`config.mk`:
```
export PLATFORM = sky130hd
export DESIGN_NAME = conv_maxpool2x2_flat
export DESIGN_NICKNAME = d
export VERILOG_FILES = /design/src/rtl/conv_pkg.sv /design/src/rtl/conv_maxpool2x2_if.sv /design/src/rtl/pool_row_buffer.sv /design/src/rtl/conv_maxpool2x2.sv /design/src/flat_wrapper.sv
export SDC_FILE = /design/constraint.sdc
export NUM_CORES = 1
export LEC_CHECK = 0
export CAP_MARGIN = 20
export CORE_MARGIN = 2
export CORE_UTILIZATION = 54
export DETAILED_ROUTE_END_ITERATION = 8
export GPL_TIMING_DRIVEN = 0
export PLACE_DENSITY = 0.8
export SLEW_MARGIN = 20
export SYNTH_ARGS = -nofsm -noshare
export SYNTH_HDL_FRONTEND = slang
export SYNTH_SLANG_ARGS = --single-unit
```
`constraint.sdc`:
```
create_clock -name clk -period 7.1 [get_ports clk]
set_clock_uncertainty 0.1 [all_clocks]
set_input_delay 1.775 -clock clk [delete_from_list [all_inputs] [get_ports clk]]
set_output_delay 1.775 -clock clk [all_outputs]
set_load 0.01 [all_outputs]
```
`src/rtl/conv_pkg.sv`:
```
// Shared definitions for the convolution pooling stage: default sizes, derived
// map dimensions, pooling FSM state type and the signed max helper.
package conv_pkg;

  localparam int unsigned DefDataWidth  = 16;
  localparam int unsigned DefImageSize  = 28;
  localparam int unsigned DefKernelSize = 5;

  // Widest sample the max helper handles; narrower samples are sign-extended into it.
  localparam int unsigned MaxWidth = 32;

  function automatic int unsigned calc_conv_dim(input int unsigned image_size,
                                                input int unsigned kernel_size);
    return image_size - kernel_size + 1;
  endfunction

  function automatic int unsigned calc_pool_dim(input int unsigned image_size,
                                                input int unsigned kernel_size);
    return calc_conv_dim(image_size, kernel_size) / 2;
  endfunction

  typedef enum logic {
    RowEven,
    RowOdd
  } pool_state_e;

  function automatic logic signed [MaxWidth-1:0] smax(input logic signed [MaxWidth-1:0] a,
                                                      input logic signed [MaxWidth-1:0] b);
    return (a >= b) ? a : b;
  endfunction

endpackage

```
`src/rtl/conv_maxpool2x2_if.sv`:
```
// Sample stream into the pooler and pooled-sample stream out of it.
interface conv_maxpool2x2_if #(
  parameter int unsigned DATA_WIDTH = 16,
  parameter int unsigned IDX_WIDTH  = 4
);

  logic                         in_valid;
  logic signed [DATA_WIDTH-1:0] in_data;
  logic                         out_valid;
  logic signed [DATA_WIDTH-1:0] out_data;
  logic [IDX_WIDTH-1:0]         out_row;
  logic [IDX_WIDTH-1:0]         out_col;
  logic                         frame_done;

  modport master (
    output in_valid,
    output in_data,
    input  out_valid,
    input  out_data,
    input  out_row,
    input  out_col,
    input  frame_done
  );

  modport slave (
    input  in_valid,
    input  in_data,
    output out_valid,
    output out_data,
    output out_row,
    output out_col,
    output frame_done
  );

endinterface

```
`src/rtl/pool_row_buffer.sv`:
```
// Half-row buffer for 2x2 pooling: one horizontal max per pooled column,
// one write port and one asynchronous read port.
module pool_row_buffer #(
  parameter int unsigned Depth = 12,
  parameter int unsigned Width = 16,
  parameter int unsigned IdxW  = 4
) (
  input  logic                    clk,
  input  logic                    we,
  input  logic [IdxW-1:0]         waddr,
  input  logic signed [Width-1:0] wdata,
  input  logic [IdxW-1:0]         raddr,
  output logic signed [Width-1:0] rdata
);

  logic signed [Width-1:0] mem_q [Depth];
  logic signed [Width-1:0] mem_d [Depth];

  always_comb begin
    mem_d = mem_q;
    if (we) begin
      mem_d[waddr] = wdata;
    end
  end

  // Contents are only read after being written in the same frame, so no reset.
  always_ff @(posedge clk) begin
    mem_q <= mem_d;
  end

  assign rdata = mem_q[raddr];

endmodule

```
`src/rtl/conv_maxpool2x2.sv`:
```
// 2x2 stride-2 signed max pooling over a raster-ordered CONV_DIM x CONV_DIM
// feature map, emitting a POOL_DIM x POOL_DIM map with a frame-done pulse.
module conv_maxpool2x2
  import conv_pkg::*;
#(
  parameter int unsigned DATA_WIDTH  = DefDataWidth,
  parameter int unsigned IMAGE_SIZE  = DefImageSize,
  parameter int unsigned KERNEL_SIZE = DefKernelSize
) (
  input logic               clk,
  input logic               rstn,
  input logic               clear,
  conv_maxpool2x2_if.slave  bus
);

  localparam int unsigned CONV_DIM = calc_conv_dim(IMAGE_SIZE, KERNEL_SIZE);
  localparam int unsigned POOL_DIM = calc_pool_dim(IMAGE_SIZE, KERNEL_SIZE);
  localparam int unsigned CntW     = (CONV_DIM > 1) ? $clog2(CONV_DIM) : 1;
  localparam int unsigned IdxW     = (POOL_DIM > 1) ? $clog2(POOL_DIM) : 1;

  generate
    if ((CONV_DIM % 2) != 0) begin : g_odd_dim
      $error("conv_maxpool2x2: CONV_DIM must be even");
    end
    if (DATA_WIDTH > MaxWidth) begin : g_wide_data
      $error("conv_maxpool2x2: DATA_WIDTH exceeds MaxWidth");
    end
  endgenerate

  typedef logic signed [DATA_WIDTH-1:0] data_t;

  logic [CntW-1:0] col_q, col_d;
  logic [CntW-1:0] row_q, row_d;
  pool_state_e     state_q, state_d;
  data_t           pair_q, pair_d;

  logic            out_valid_q, out_valid_d;
  data_t           out_data_q, out_data_d;
  logic [IdxW-1:0] out_row_q, out_row_d;
  logic [IdxW-1:0] out_col_q, out_col_d;
  logic            frame_done_q, frame_done_d;

  logic            accept;
  logic            col_odd;
  logic            col_last;
  logic            row_last;
  logic [IdxW-1:0] k;
  data_t           hmax;
  data_t           buf_rdata;
  data_t           result;
  logic            buf_we;
  logic            out_fire;

  assign accept   = bus.in_valid & ~clear;
  assign col_odd  = col_q[0];
  assign col_last = (col_q == CntW'(CONV_DIM - 1));
  assign row_last = (row_q == CntW'(CONV_DIM - 1));
  assign k        = IdxW'(col_q >> 1);

  assign hmax   = DATA_WIDTH'(smax(MaxWidth'(pair_q), MaxWidth'(bus.in_data)));
  assign result = DATA_WIDTH'(smax(MaxWidth'(buf_rdata), MaxWidth'(hmax)));

  pool_row_buffer #(
    .Depth (POOL_DIM),
    .Width (DATA_WIDTH),
    .IdxW  (IdxW)
  ) u_row_buffer (
    .clk   (clk),
    .we    (buf_we),
    .waddr (k),
    .wdata (hmax),
    .raddr (k),
    .rdata (buf_rdata)
  );

  // Position counters advance on accepted samples only, so gaps are invisible.
  always_comb begin
    col_d = col_q;
    row_d = row_q;
    if (clear) begin
      col_d = '0;
      row_d = '0;
    end else if (bus.in_valid) begin
      if (col_last) begin
        col_d = '0;
        row_d = row_last ? '0 : row_q + 1'b1;
      end else begin
        col_d = col_q + 1'b1;
      end
    end
  end

  always_comb begin
    pair_d = pair_q;
    if (accept && !col_odd) begin
      pair_d = bus.in_data;
    end
  end

  // FSM next state
  always_comb begin
    state_d = state_q;
    if (clear) begin
      state_d = RowEven;
    end else if (bus.in_valid && col_last) begin
      unique case (state_q)
        RowEven: state_d = RowOdd;
        RowOdd:  state_d = RowEven;
        default: state_d = RowEven;
      endcase
    end
  end

  // FSM outputs
  always_comb begin
    buf_we   = 1'b0;
    out_fire = 1'b0;
    if (accept && col_odd) begin
      unique case (state_q)
        RowEven: buf_we   = 1'b1;
        RowOdd:  out_fire = 1'b1;
        default: ;
      endcase
    end
  end

  always_comb begin
    out_valid_d  = out_fire;
    frame_done_d = out_fire & row_last & col_last;
    out_data_d   = out_data_q;
    out_row_d    = out_row_q;
    out_col_d    = out_col_q;
    if (out_fire) begin
      out_data_d = result;
      out_row_d  = IdxW'(row_q >> 1);
      out_col_d  = k;
    end
  end

  always_ff @(posedge clk or negedge rstn) begin
    if (!rstn) begin
      state_q <= RowEven;
    end else begin
      state_q <= state_d;
    end
  end

  always_ff @(posedge clk or negedge rstn) begin
    if (!rstn) begin
      col_q        <= '0;
      row_q        <= '0;
      pair_q       <= '0;
      out_valid_q  <= 1'b0;
      out_data_q   <= '0;
      out_row_q    <= '0;
      out_col_q    <= '0;
      frame_done_q <= 1'b0;
    end else begin
      col_q        <= col_d;
      row_q        <= row_d;
      pair_q       <= pair_d;
      out_valid_q  <= out_valid_d;
      out_data_q   <= out_data_d;
      out_row_q    <= out_row_d;
      out_col_q    <= out_col_d;
      frame_done_q <= frame_done_d;
    end
  end

  assign bus.out_valid  = out_valid_q;
  assign bus.out_data   = out_data_q;
  assign bus.out_row    = out_row_q;
  assign bus.out_col    = out_col_q;
  assign bus.frame_done = frame_done_q;

endmodule

```
`src/flat_wrapper.sv`:
```
// flat-port wrapper written by rule: the top's interface ports become plain ports
module conv_maxpool2x2_flat import conv_pkg::*;
#(
  parameter int unsigned DATA_WIDTH  = DefDataWidth,
  parameter int unsigned IMAGE_SIZE  = DefImageSize,
  parameter int unsigned KERNEL_SIZE = DefKernelSize
)
  (clk, rstn, clear, bus_in_valid, bus_in_data, bus_out_valid, bus_out_data, bus_out_row, bus_out_col, bus_frame_done);
  conv_maxpool2x2_if #(.DATA_WIDTH(DATA_WIDTH), .IDX_WIDTH(4)) bus_i ();
  input logic clk;
  input logic rstn;
  input logic clear;
  input wire logic [$bits(bus_i.in_valid)-1:0] bus_in_valid;
  input wire logic [$bits(bus_i.in_data)-1:0] bus_in_data;
  output wire logic [$bits(bus_i.out_valid)-1:0] bus_out_valid;
  output wire logic [$bits(bus_i.out_data)-1:0] bus_out_data;
  output wire logic [$bits(bus_i.out_row)-1:0] bus_out_row;
  output wire logic [$bits(bus_i.out_col)-1:0] bus_out_col;
  output wire logic [$bits(bus_i.frame_done)-1:0] bus_frame_done;
  assign bus_i.in_valid = bus_in_valid;
  assign bus_i.in_data = bus_in_data;
  assign bus_out_valid = bus_i.out_valid;
  assign bus_out_data = bus_i.out_data;
  assign bus_out_row = bus_i.out_row;
  assign bus_out_col = bus_i.out_col;
  assign bus_frame_done = bus_i.frame_done;
  conv_maxpool2x2 #(.DATA_WIDTH(DATA_WIDTH), .IMAGE_SIZE(IMAGE_SIZE), .KERNEL_SIZE(KERNEL_SIZE)) u_core (.clk(clk), .rstn(rstn), .clear(clear), .bus(bus_i));
endmodule
```
==> metrics.sh, run 1 <==
SETUP_TOTAL_NEGATIVE_SLACK_NS=0
GRT_UTIL_ALL_LAYERS=0.226
GLOBALPLACE.CONGESTION=0.869
CLKSINKCOUNT=245
AREA_GROWTH_PCT=17.1
POSTCTSSETUPBUFFERS=0
POSTSYNTHCELLCOUNT=723
HOLDBUFCOUNTCTS=0
CLK-INSERTION-DELAY-LATE_NS=0.54
ROW_COUNT=52
FLOORPLAN.INITIALDENSITY=0.549
SYNTH-MAIN-FF-CELL='sky130_fd_sc_hd__edfxtp_1'
REMAINING_ROUTING_DRC_VIOLATIONS=0
FINAL_LAYOUT_SIZE_SUFFIX_GT1_FRAC=0.230
DRT.ANTENNA.VIOLATING_NETS=0
MIN_PERIOD_OVER_PERIOD=0.869
FMAXACHIEVABLE_GHz=0.162
DETAILEDPLACE.WORSTSLACK_NS=0.426
CLK_TRANSITION_REPORTED_PATHS_NS=0.06
MAXSLEWHEADROOM=0.385
CTS_ROOT_BUFFER='sky130_fd_sc_hd__clkbuf_16'
SEQUENTIALPOWERSHARE=0.462
DIE-AREA_UM2=21700
MIN-DELAY-START='u_core.bus.out_col[1]'
FINAL-SETUP-VIOL-COUNT=0
TIMING.MAX_CAP.VIOLATIONS=0
TIMING_WORST_SETUP_PATH_TYPE='in2reg'
POWER_REPORT.INTERNAL_TOTAL_mW=2.74
CTS-HTREE-LEVELS=1
YOSYSSEQAREASHARE=0.639
POST_SYNTH_INSTANCE_AREA_UM2=11100
CP_DATA_ARRIVAL_TIME_NS=6.50
TRANSITION_TIME_AT_THE_PIN_WITH_THE_LEAST_SLEW_MARGIN_NS=0.919
STATUS='finished, final reports clean'
DIE_X_UM=147
CP.BUFFERS_INVERTERS=4
POST-ROUTE-MIN-PERIOD_NS=6.17
WL_PER_CELL_UM=21.8
ANTENNA_VIOLATIONS_BEFORE_REPAIR=0
POST_SYNTHESIS_NET_COUNT=777
CTS_TREE='done'
OVERFLOW_LEFT_AFTER_GLOBAL_ROUTING=0
CP-START-KIND='input pin'
NUMBER_OF_DESIGN_RULE_VIOLATIONS_LEFT_BY_THE_FIRST_DETAILED_ROUTER_ITERATION=593
WORSTHOLDPATHTYPE='reg2reg'
DPL.HPWL_MM=16.7
ANTENNADIODECOUNT=0
FIRST_GLOBAL_VIAS=6692
FINAL_DESIGN_AREA_NO_FILL_UM2=13000
CRIT_PATH_END_KIND='flip-flop'
HOLD_VIOLATIONS=0
ROUTED_WL_MM=24.0
SYNTH-EDFF-COUNT=192
WORST_SETUP_SP='bus_in_data[11]'
IR_WORST_VDD_uV=218
WORST_SLACK_NS=0.929
YOSYS_REGISTER_BITS=245
POWER.SWITCHING_mW=0.947
DRV_SLEW=0
ROUTE.VIAS.TOTAL=6572
IO_PINS=46
POWER.TOTAL_mW=3.69
CRITICAL_PATH.MAX_FANOUT=10
GRT_START_MAX_NET_PINS=54
FILLCELLCOUNT=1426
CTS_BUFFERS=26
POWER_LEAKAGE_nW=4.57
IO_BUFFERS=44
NETSWITCHINGFRACTION=0.257
COREAREA_UM2=20200
YOSYSWARNINGCOUNT=0
TIMING.CRITICAL_PATH.MAX_DELAY_FAMILY='compound AO/OA/AOI/OAI gates'
PLACED_AREA_UM2=12100
CPMAXSTAGEDELAYCELL='sky130_fd_sc_hd__clkdlybuf4s50_1'
SYN_AREA_PER_CELL_UM2=15.4
CTS_RESIZED=0
P_PER_AREA_nW_PER_UM2=283
CLOCK_PATH_BUFFERS=3
CPPEAKSTAGEDELAY_NS=0.53
PWR-SHARE-CLK=0.389
WIRE_LENGTH_OF_THE_FIRST_GLOBAL_ROUTING_PASS_MM=37.7
SHARE_COMB_OF_TOTAL_POWER=0.149
WORST_EP_REQUIRED_TIME_NS=7.43
DRT_PRE_ANTENNA_ITERS=5
PROPORTION_OF_REGISTER_BITS_WITH_ASYNCHRONOUS_SET_OR_RESET_AFTER_SYNTHESIS=0.216
FIN_NETS=864
CRIT_PATH_CELL_TRACE='clkdlybuf4s50_1, inv_1, ha_1, nand4_1, nor3_1, o21ai_2, a31oi_2, clkbuf_8, nor3_4, or2_1, ha_1, nand4_1, nor4_2, o21ai_1, a31o_2, a21o_2, buf_4, o311ai_1'
SYNTH.DISTINCT_CELLS=68
VIAS_PER_CELL=5.97
RR_STARTPOINT='u_core.pair_q[11]'
FP.DIEH_UM=147
GRT_SETUP_UNREPAIRED='false'
[registers in the layout, indices dropped and copies added, names as in the netlist]
| signal | count |
|---|---|
| u_core.pair_q | 16 |
| u_core.bus.out_data | 16 |
| u_core.bus.out_col | 4 |
| u_core.col_q | 5 |
| u_core.bus.out_valid | 1 |
| u_core.bus.frame_done | 1 |
| u_core.bus.out_row | 4 |
| u_core.state_q | 1 |
| u_core.row_q | 5 |
| u_core.u_row_buffer.mem_q | 192 |
[through the flow]
stage,hold slack [ns],std cells,utilization
global placement,0.362,1037,0.587
detailed placement,0.362,1052,0.597
CTS,0.376,1100,0.643
floorplan,0.381,723,-
global route,0.408,1100,0.643
finish,0.372,1100,0.643
[worst register-to-register path: cells and delay by family, from the launching register on]
kind	cells	cell delay, ns
DFF	1	0.43
AOI/OAI and AO/OA	6	1.59
and+or+nand+nor	6	1.43
adders and majority gates	2	0.66
buffers and inverters	2	0.50
[layout by cell type, fill, tap and decap left out, types with 9 or more instances in the layout]
master,count
sky130_fd_sc_hd__o21ai_0,22
sky130_fd_sc_hd__mux2_2,14
sky130_fd_sc_hd__ha_1,34
sky130_fd_sc_hd__a21oi_2,10
sky130_fd_sc_hd__o311ai_1,10
sky130_fd_sc_hd__clkbuf_16,26
sky130_fd_sc_hd__dfrtp_1,53
sky130_fd_sc_hd__clkdlybuf4s50_1,43
sky130_fd_sc_hd__nor3_4,10
sky130_fd_sc_hd__edfxtp_1,192
sky130_fd_sc_hd__nor2_1,26
sky130_fd_sc_hd__nand2_1,71
sky130_fd_sc_hd__inv_1,26
sky130_fd_sc_hd__mux2i_1,19
sky130_fd_sc_hd__clkbuf_1,23
sky130_fd_sc_hd__or2_1,10
sky130_fd_sc_hd__nor2_2,9
sky130_fd_sc_hd__mux4_2,48
sky130_fd_sc_hd__nand4_1,22
sky130_fd_sc_hd__buf_4,9
sky130_fd_sc_hd__a21oi_1,19
[final timing paths]
| path | cells past startpoint | endpoint | slack [ns] |
|---|---|---|---|
| setup / recovery | 18 | u_core.bus.out_data[8] | 0.93 |
| hold / removal | 2 | u_core.bus.out_col[1] | 0.37 |
| setup reg to reg | 16 | u_core.bus.out_data[8] | 2.31 |
| hold reg to reg | 2 | u_core.bus.out_col[1] | 0.37 |
| max in group asynchronous | 1 | u_core.bus.out_col[1] | 5.23 |
| min in group asynchronous | 1 | u_core.pair_q[10] | 1.18 |
[cell type report]
cell class / count / area, µm² / share of cell area
plain buffers: 38 / 255 / 0.0196
clock buffers: 30 / 666 / 0.0512
clock inverters: 18 / 260 / 0.0200
inverters: 28 / 105 / 0.00808
multi-input cells: 412 / 3690 / 0.284
flip-flops and latches: 245 / 7090 / 0.545
well taps: 270 / 338 / 0.0260
repair buffers: 59 / 599 / 0.0461
[cell usage after synthesis (all sizes together), types with 3 or more instances]
| cell | instances | share of area |
|---|---|---|
| mux4 | 48 | 0.097 |
| a21o | 5 | 0.0036 |
| clkbuf | 25 | 0.013 |
| buf | 12 | 0.0089 |
| mux2i | 19 | 0.017 |
| inv | 27 | 0.0091 |
| a21oi | 29 | 0.016 |
| a31oi | 5 | 0.0034 |
| nand4 | 23 | 0.014 |
| o221ai | 3 | 0.0024 |
| nand2b | 7 | 0.0039 |
| a41oi | 3 | 0.0024 |
| o21ai | 24 | 0.011 |
| nor2b | 5 | 0.0028 |
| edfxtp | 192 | 0.52 |
| ha | 34 | 0.038 |
| nor3 | 20 | 0.019 |
| dfrtp | 53 | 0.12 |
| nor4 | 4 | 0.0028 |
| o311ai | 13 | 0.010 |
| nor2 | 35 | 0.012 |
| o41ai | 3 | 0.0024 |
| nand3 | 9 | 0.0045 |
| or2 | 13 | 0.0073 |
| mux2 | 14 | 0.014 |
| nand2 | 71 | 0.024 |
[metal layers]
metal  global-route usage  share of wire
met1                0.311           0.42
met2                0.383           0.50
met3               0.0315          0.054
met4               0.0615          0.019
met5                    0              0
[cell families (layout without fill, tap and decap cells)]
kind of cell | count (synthesis) | after routing | synth area share
buf+inv | 66 | 173 | 0.0324
simple gates | 198 | 198 | 0.0987
compound gates | 96 | 96 | 0.0611
mux | 81 | 81 | 0.129
fa+ha+maj | 34 | 34 | 0.0383
flops | 245 | 245 | 0.639
xor+xnor | 3 | 3 | 0.00237
[power groups by stage]
stage / combinational (mW) / sequential [mW] / clock (mW)
finish: 0.550 / 1.70 / 1.43
CTS: 0.545 / 1.70 / 1.45
floorplan: 0.384 / 1.72 / 0
detailed placement: 0.538 / 1.73 / 0
global placement: 0.517 / 1.73 / 0
global route: 0.607 / 1.70 / 1.51
Note: power is estimated with default switching activity, not from simulation.
==> run 2: changes to the inputs <==
--- a/config.mk
+++ b/config.mk
@@ -8,6 +8,7 @@
 export CAP_MARGIN = 20
 export CORE_MARGIN = 2
 export CORE_UTILIZATION = 54
+export CTS_BUF_LIST = sky130_fd_sc_hd__clkbuf_2 sky130_fd_sc_hd__clkbuf_4 sky130_fd_sc_hd__clkbuf_8
 export DETAILED_ROUTE_END_ITERATION = 8
 export GPL_TIMING_DRIVEN = 0
 export PLACE_DENSITY = 0.8
==> run 2 against run 1 <==
Register-to-register slack better by 0.03 ns. Critical path depth is the same. Die area did not move. Largest power group unchanged. Flip-flop and latch count is the same.
==> metrics.sh, run 2 (synthesis gave the netlist of run 1 again) <==
STATUS='finished, final reports clean'
NETSWITCHINGFRACTION=0.271
TIMING.MAX_CAP.VIOLATIONS=0
GLOBALPLACE.CONGESTION=0.869
GRT_SETUP_UNREPAIRED='false'
P_PER_AREA_nW_PER_UM2=266
CP_DATA_ARRIVAL_TIME_NS=6.47
RR_WORST_DEPTH=16
IR_WORST_VDD_uV=200
CLK-INSERTION-DELAY-LATE_NS=0.57
CTS-HTREE-LEVELS=2
TIMING_WORST_SETUP_PATH_TYPE='in2reg'
DRT_PRE_ANTENNA_ITERS=5
MIN-DELAY-START='u_core.bus.out_col[1]'
SEQUENTIALPOWERSHARE=0.499
FINAL_LAYOUT_SIZE_SUFFIX_GT1_FRAC=0.246
AREA_GROWTH_PCT=15.5
FIN_NETS=879
ANTENNA_VIOLATIONS_BEFORE_REPAIR=0
HOLD_VIOLATIONS=0
ROW_COUNT=52
LAYOUT.CELLS.MOST_COMMON='sky130_fd_sc_hd__edfxtp_1'
REMAINING_ROUTING_DRC_VIOLATIONS=0
WORSTHOLDPATHTYPE='reg2reg'
CLOCK_PATH_BUFFERS=3
HOLDBUFCOUNTCTS=0
SHARE_COMB_OF_TOTAL_POWER=0.160
IO_BUFFERS=44
CTS_TREE='done'
R2R_END='u_core.bus.out_data[8]'
DPL.HPWL_MM=16.7
OVERFLOW_LEFT_AFTER_GLOBAL_ROUTING=0
COREAREA_UM2=20200
GRT_UTIL_ALL_LAYERS=0.223
MIN_PERIOD_OVER_PERIOD=0.862
MAX_FLOP_REGISTER='u_core.u_row_buffer.mem_q'
SETUP.REG_TO_REG.WORST_SLACK_NS=2.34
DRV_SLEW=0
GRT_START_MAX_NET_PINS=54
DIE-AREA_UM2=21700
FINAL_UTIL=0.634
ROUTED_WL_MM=23.4
MIN_PATH_CELLS=2
DIE_X_UM=147
FLOORPLAN.INITIALDENSITY=0.549
MAXSLEWHEADROOM=0.380
NUMBER_OF_DESIGN_RULE_VIOLATIONS_LEFT_BY_THE_FIRST_DETAILED_ROUTER_ITERATION=530
ANTENNADIODECOUNT=0
WORST_EP_REQUIRED_TIME_NS=7.44
POWER.SWITCHING_mW=0.925
FILLCELLCOUNT=1460
WL_PER_CELL_UM=20.9
FINAL-SETUP-VIOL-COUNT=0
CTS_ROOT_BUFFER='sky130_fd_sc_hd__clkbuf_8'
SETUP_TOTAL_NEGATIVE_SLACK_NS=0
FIN_HOLD_WS_NS=0.372
CTS_BUFFERS=41
ROUTE.VIAS.TOTAL=6600
POST-ROUTE-MIN-PERIOD_NS=6.12
CLK_TRANSITION_REPORTED_PATHS_NS=0.06
IO_PINS=46
FMAXACHIEVABLE_GHz=0.163
WIRE_LENGTH_OF_THE_FIRST_GLOBAL_ROUTING_PASS_MM=37.2
PWR-SHARE-CLK=0.341
RR_STARTPOINT='u_core.pair_q[11]'
LARGEST_REG_FLOPS=192
FIRST_GLOBAL_VIAS=6765
POSTCTSSETUPBUFFERS=0
CRIT_PATH_END_KIND='flip-flop'
DRT.ANTENNA.VIOLATING_NETS=0
CLKSINKCOUNT=245
FP.DIEH_UM=147
TRANSITION_TIME_AT_THE_PIN_WITH_THE_LEAST_SLEW_MARGIN_NS=0.927
CRITICAL_PATH.MAX_FANOUT=10
CP-START-KIND='input pin'
MOST-COMMON-LAYOUT-CELLS='sky130_fd_sc_hd__edfxtp_1 (192), sky130_fd_sc_hd__nand2_1 (71), sky130_fd_sc_hd__dfrtp_1 (53)'
POWER_REPORT.INTERNAL_TOTAL_mW=2.49
POWER_LEAKAGE_nW=4.53
CTS_RESIZED=0
VIAS_PER_CELL=5.88
HOLD-PATH-ENDPOINT='u_core.bus.out_col[1]'
run 2: changes by cell type in the layout (fill, tap and decap cells not counted), sizes merged:
| cell | delta |
|---|---|
| inv | +1 |
| clkinvlp | -3 |
| clkinv | +5 |
| bufinv | -5 |
| clkbuf | +24 |
run 2: final cells by class:
type	instances	area, µm²	share of cell area
clock buffer	54	662	0.0516
timing repair buffer	59	599	0.0467
multi-input combinational	412	3690	0.288
buffer	38	255	0.0199
inverter	28	105	0.00819
tap	270	338	0.0263
sequential	245	7090	0.553
clock inverter	16	90.1	0.00702
run 2: worst max path at each step:
stage,startpoint,endpoint,slack [ns],cells past startpoint
after floorplan,bus_in_data[15],u_core.bus.out_data[10],1.62,17
after global placement,bus_in_data[11],u_core.bus.out_data[9],0.50,18
after detailed placement,bus_in_data[11],u_core.bus.out_data[8],0.43,18
after CTS,bus_in_data[11],u_core.bus.out_data[8],0.99,18
after global routing,bus_in_data[11],u_core.bus.out_data[13],0.67,18
final,bus_in_data[14],u_core.bus.out_data[8],0.98,18
run 2: worst max-delay path, stage by stage:
cell,delay (ns)
sky130_fd_sc_hd__clkdlybuf4s50_1,0.56
sky130_fd_sc_hd__inv_1,0.07
sky130_fd_sc_hd__ha_1,0.31
sky130_fd_sc_hd__nand4_1,0.17
sky130_fd_sc_hd__nor3_1,0.40
sky130_fd_sc_hd__o21ai_2,0.23
sky130_fd_sc_hd__a31oi_2,0.33
sky130_fd_sc_hd__clkbuf_8,0.30
sky130_fd_sc_hd__nor3_4,0.07
sky130_fd_sc_hd__or2_1,0.21
sky130_fd_sc_hd__ha_1,0.32
sky130_fd_sc_hd__nand4_1,0.18
sky130_fd_sc_hd__nor4_2,0.37
sky130_fd_sc_hd__o21ai_1,0.16
sky130_fd_sc_hd__a31o_2,0.28
sky130_fd_sc_hd__a21o_2,0.28
sky130_fd_sc_hd__buf_4,0.20
sky130_fd_sc_hd__o311ai_1,0.25
run 2: power by group through the flow:
stage                     Sequential, mW  Clock (mW)  Combinational (mW)
final                               1.70        1.16               0.546
after global routing                1.71        1.25               0.608
after CTS                           1.70        1.18               0.542
after detailed placement            1.73           0               0.538
after global placement              1.73           0               0.517
after floorplan                     1.72           0               0.384
run 2: routing by layer:
| layer | global-route usage | up-vias | wire length (µm) |
|---|---|---|---|
| met5 | 0 | - | 0 |
| met4 | 0.0683 | 0 | 549 |
| met3 | 0.0407 | 47 | 1420 |
| met2 | 0.370 | 242 | 11500 |
| met1 | 0.307 | 3289 | 9980 |
| li1 | - | 3022 | - |
run 2: through the flow:
stage | total power, mW | area [µm²] | worst slack (ns) | instances
after floorplan | 2.11 | 11100 | 1.62 | 723
after global placement | 2.25 | 11900 | 0.504 | 1037
after detailed placement | 2.27 | 12100 | 0.426 | 1052
after CTS | 3.43 | 12800 | 0.994 | 1122
after global routing | 3.56 | 12800 | 0.671 | 1122
final | 3.41 | 12800 | 0.978 | 1122
==> run 3: changes to the inputs <==
--- a/config.mk
+++ b/config.mk
@@ -12,6 +12,7 @@
 export DETAILED_ROUTE_END_ITERATION = 8
 export GPL_TIMING_DRIVEN = 0
 export PLACE_DENSITY = 0.8
+export RECOVER_POWER = 100
 export SLEW_MARGIN = 20
 export SYNTH_ARGS = -nofsm -noshare
 export SYNTH_HDL_FRONTEND = slang
==> constraint.sdc (replaced) <==
create_clock -name clk -period 6.7 [get_ports clk]
set_clock_uncertainty 0.1 [all_clocks]
set_input_delay 1.675 -clock clk [delete_from_list [all_inputs] [get_ports clk]]
set_output_delay 1.675 -clock clk [all_outputs]
set_load 0.01 [all_outputs]
==> run 3 against run 2 <==
Final cell count stayed put. Highest routed layer unchanged. Sequential share of layout area up 0.99 points. Global-route usage stayed put. Register-to-register slack got worse by 0.53 ns. Critical path type unchanged. Sequential power increased by 6%. Setup slack got worse by 0.50 ns. Die area unchanged. Largest power group unchanged. Via count is 0.18% higher. The flow now finishes with violations (max-capacitance violations, max-slew violations).
==> metrics.sh, run 3 (synthesis gave the netlist of run 1 again) <==
IO_BUFFERS=44
WORST_SLACK_NS=0.481
FINAL-SETUP-VIOL-COUNT=0
SEQUENTIALPOWERSHARE=0.501
ANTENNA_VIOLATIONS_BEFORE_REPAIR=0
DRT.ANTENNA.VIOLATING_NETS=0
FAILED_CHECKS='max-capacitance violations, max-slew violations'
DIE_X_UM=147
VIAS_PER_CELL=5.89
SHARE_COMB_OF_TOTAL_POWER=0.157
POST-ROUTE-MIN-PERIOD_NS=6.22
GLOBALPLACE.CONGESTION=0.869
TRANSITION_TIME_AT_THE_PIN_WITH_THE_LEAST_SLEW_MARGIN_NS=2.94
P_PER_AREA_nW_PER_UM2=286
CP-START-KIND='input pin'
CP_DATA_ARRIVAL_TIME_NS=6.55
NUMBER_OF_DESIGN_RULE_VIOLATIONS_LEFT_BY_THE_FIRST_DETAILED_ROUTER_ITERATION=649
HOLD_VIOLATIONS=0
FINAL_DESIGN_AREA_NO_FILL_UM2=12600
ROW_COUNT=52
WORSTHOLDPATHTYPE='reg2reg'
CRITICAL_PATH.MAX_FANOUT=10
HOLDBUFCOUNTCTS=0
LARGEST_REG_FLOPS=192
MOST-COMMON-LAYOUT-CELLS='sky130_fd_sc_hd__edfxtp_1 (192), sky130_fd_sc_hd__nand2_1 (71), sky130_fd_sc_hd__dfrtp_1 (53)'
FINAL_UTIL=0.623
CTS_TREE='done'
CTS-HTREE-LEVELS=2
LAYOUT.CELLS.MOST_COMMON='sky130_fd_sc_hd__edfxtp_1'
WORST_EP_REQUIRED_TIME_NS=7.03
MET2ROUTEDLENGTH_MM=11.6
FP.DIEH_UM=147
CLK_TRANSITION_REPORTED_PATHS_NS=0.06
POWER.SWITCHING_mW=0.975
IR_WORST_VDD_uV=213
CRIT_PATH_END_KIND='flip-flop'
WIRE_LENGTH_OF_THE_FIRST_GLOBAL_ROUTING_PASS_MM=37.2
FILLCELLCOUNT=1512
FIN_HOLD_WS_NS=0.368
IO_PINS=46
POWER_LEAKAGE_nW=4.51
CLK-INSERTION-DELAY-LATE_NS=0.57
OVERFLOW_LEFT_AFTER_GLOBAL_ROUTING=0
NETSWITCHINGFRACTION=0.271
REMAINING_ROUTING_DRC_VIOLATIONS=0
DETAILEDPLACE.WORSTSLACK_NS=0.126
SETUP_TOTAL_NEGATIVE_SLACK_NS=0
DRV_SLEW=54
POWER_REPORT.INTERNAL_TOTAL_mW=2.63
ANTENNADIODECOUNT=0
CTS_BUFFERS=41
MET3_ROUTED_WIRELENGTH_MM=1.49
TOPROUTINGLAYERUSED='met4'
FINAL_LAYOUT_SIZE_SUFFIX_GT1_FRAC=0.191
CLOCK_PATH_BUFFERS=3
DRT-MET1-WL_MM=9.93
GRT_SETUP_UNREPAIRED='false'
ROUTED_WL_MM=23.5
CTS_RESIZED=0
DPL.HPWL_MM=16.7
COREAREA_UM2=20200
DIE-AREA_UM2=21700
PLACED_AREA_UM2=12100
GRT_START_MAX_NET_PINS=54
GRT_UTIL_ALL_LAYERS=0.223
TIMING.MAX_CAP.VIOLATIONS=1
CLKSINKCOUNT=245
CTS_ROOT_BUFFER='sky130_fd_sc_hd__clkbuf_8'
PWR-SHARE-CLK=0.342
TIMING_WORST_SETUP_PATH_TYPE='in2reg'
MIN_PERIOD_OVER_PERIOD=0.928
POSTCTSSETUPBUFFERS=0
FIRST_GLOBAL_VIAS=6765
DRT_PRE_ANTENNA_ITERS=6
FLOORPLAN.INITIALDENSITY=0.549
AREA_GROWTH_PCT=13.5
ROUTE.VIAS.TOTAL=6612
STATUS='finished, violations left'
FIN_NETS=879
FMAXACHIEVABLE_GHz=0.161
MAX_FLOP_REGISTER='u_core.u_row_buffer.mem_q'
WL_PER_CELL_UM=20.9
MAXSLEWHEADROOM=-0.957
## run 3: layer usage
metal	global-route usage	vias to the layer above
met5	0	-
met4	0.0683	0
met3	0.0407	43
met2	0.370	245
met1	0.307	3304
li1	-	3020
## run 3: final cells by class
type	count	area [µm²]	share of cell area
flip-flops and latches	245	7090	0.562
well taps	270	338	0.0268
plain buffers	38	246	0.0195
clock inverters	16	90.1	0.00715
inverters	28	105	0.00834
clock buffers	54	662	0.0525
repair buffers	59	490	0.0389
multi-input cells	412	3580	0.284
## run 3: power groups by stage
stage | Combinational [mW] | Sequential (mW) | Clock (mW)
floorplan | 0.407 | 1.83 | 0
global placement | 0.548 | 1.83 | 0
detailed placement | 0.570 | 1.83 | 0
CTS | 0.575 | 1.80 | 1.25
global route | 0.628 | 1.81 | 1.32
finish | 0.564 | 1.80 | 1.23
## run 3: path summary, 6_finish.rpt
kind | from | to | slack (ns) | cells after the start
setup reg to reg | u_core.pair_q[11] | u_core.bus.out_data[12] | 1.81 | 16
hold reg to reg | u_core.bus.out_col[1] | u_core.bus.out_col[1] | 0.37 | 2
hold / removal | u_core.bus.out_col[1] | u_core.bus.out_col[1] | 0.37 | 2
min in group asynchronous | rstn | u_core.pair_q[11] | 1.97 | 1
max in group asynchronous | rstn | u_core.col_q[2] | 2.86 | 1
setup / recovery | bus_in_data[11] | u_core.bus.out_data[12] | 0.48 | 18
## run 3: critical path: stages
cell and delay, ns:
sky130_fd_sc_hd__dlygate4sd3_1 0.60, sky130_fd_sc_hd__inv_1 0.06, sky130_fd_sc_hd__ha_1 0.32, sky130_fd_sc_hd__nand4_1 0.18, sky130_fd_sc_hd__nor3_1 0.39, sky130_fd_sc_hd__o21ai_2 0.22
sky130_fd_sc_hd__a31oi_1 0.40, sky130_fd_sc_hd__clkbuf_8 0.32, sky130_fd_sc_hd__nor3_4 0.06, sky130_fd_sc_hd__or2_1 0.22, sky130_fd_sc_hd__ha_1 0.31, sky130_fd_sc_hd__nand4_1 0.18
sky130_fd_sc_hd__nor4_2 0.39, sky130_fd_sc_hd__o21ai_1 0.16, sky130_fd_sc_hd__a31o_1 0.28, sky130_fd_sc_hd__a21o_2 0.29, sky130_fd_sc_hd__buf_4 0.19, sky130_fd_sc_hd__o311ai_0 0.28
## run 3: stage by stage
stage / total power, mW / cells
5_1_grt: 3.76 / 1122
3_5_place_dp: 2.40 / 1052
6_report: 3.60 / 1122
4_1_cts: 3.63 / 1122
3_3_place_gp: 2.38 / 1037
2_1_floorplan: 2.23 / 723
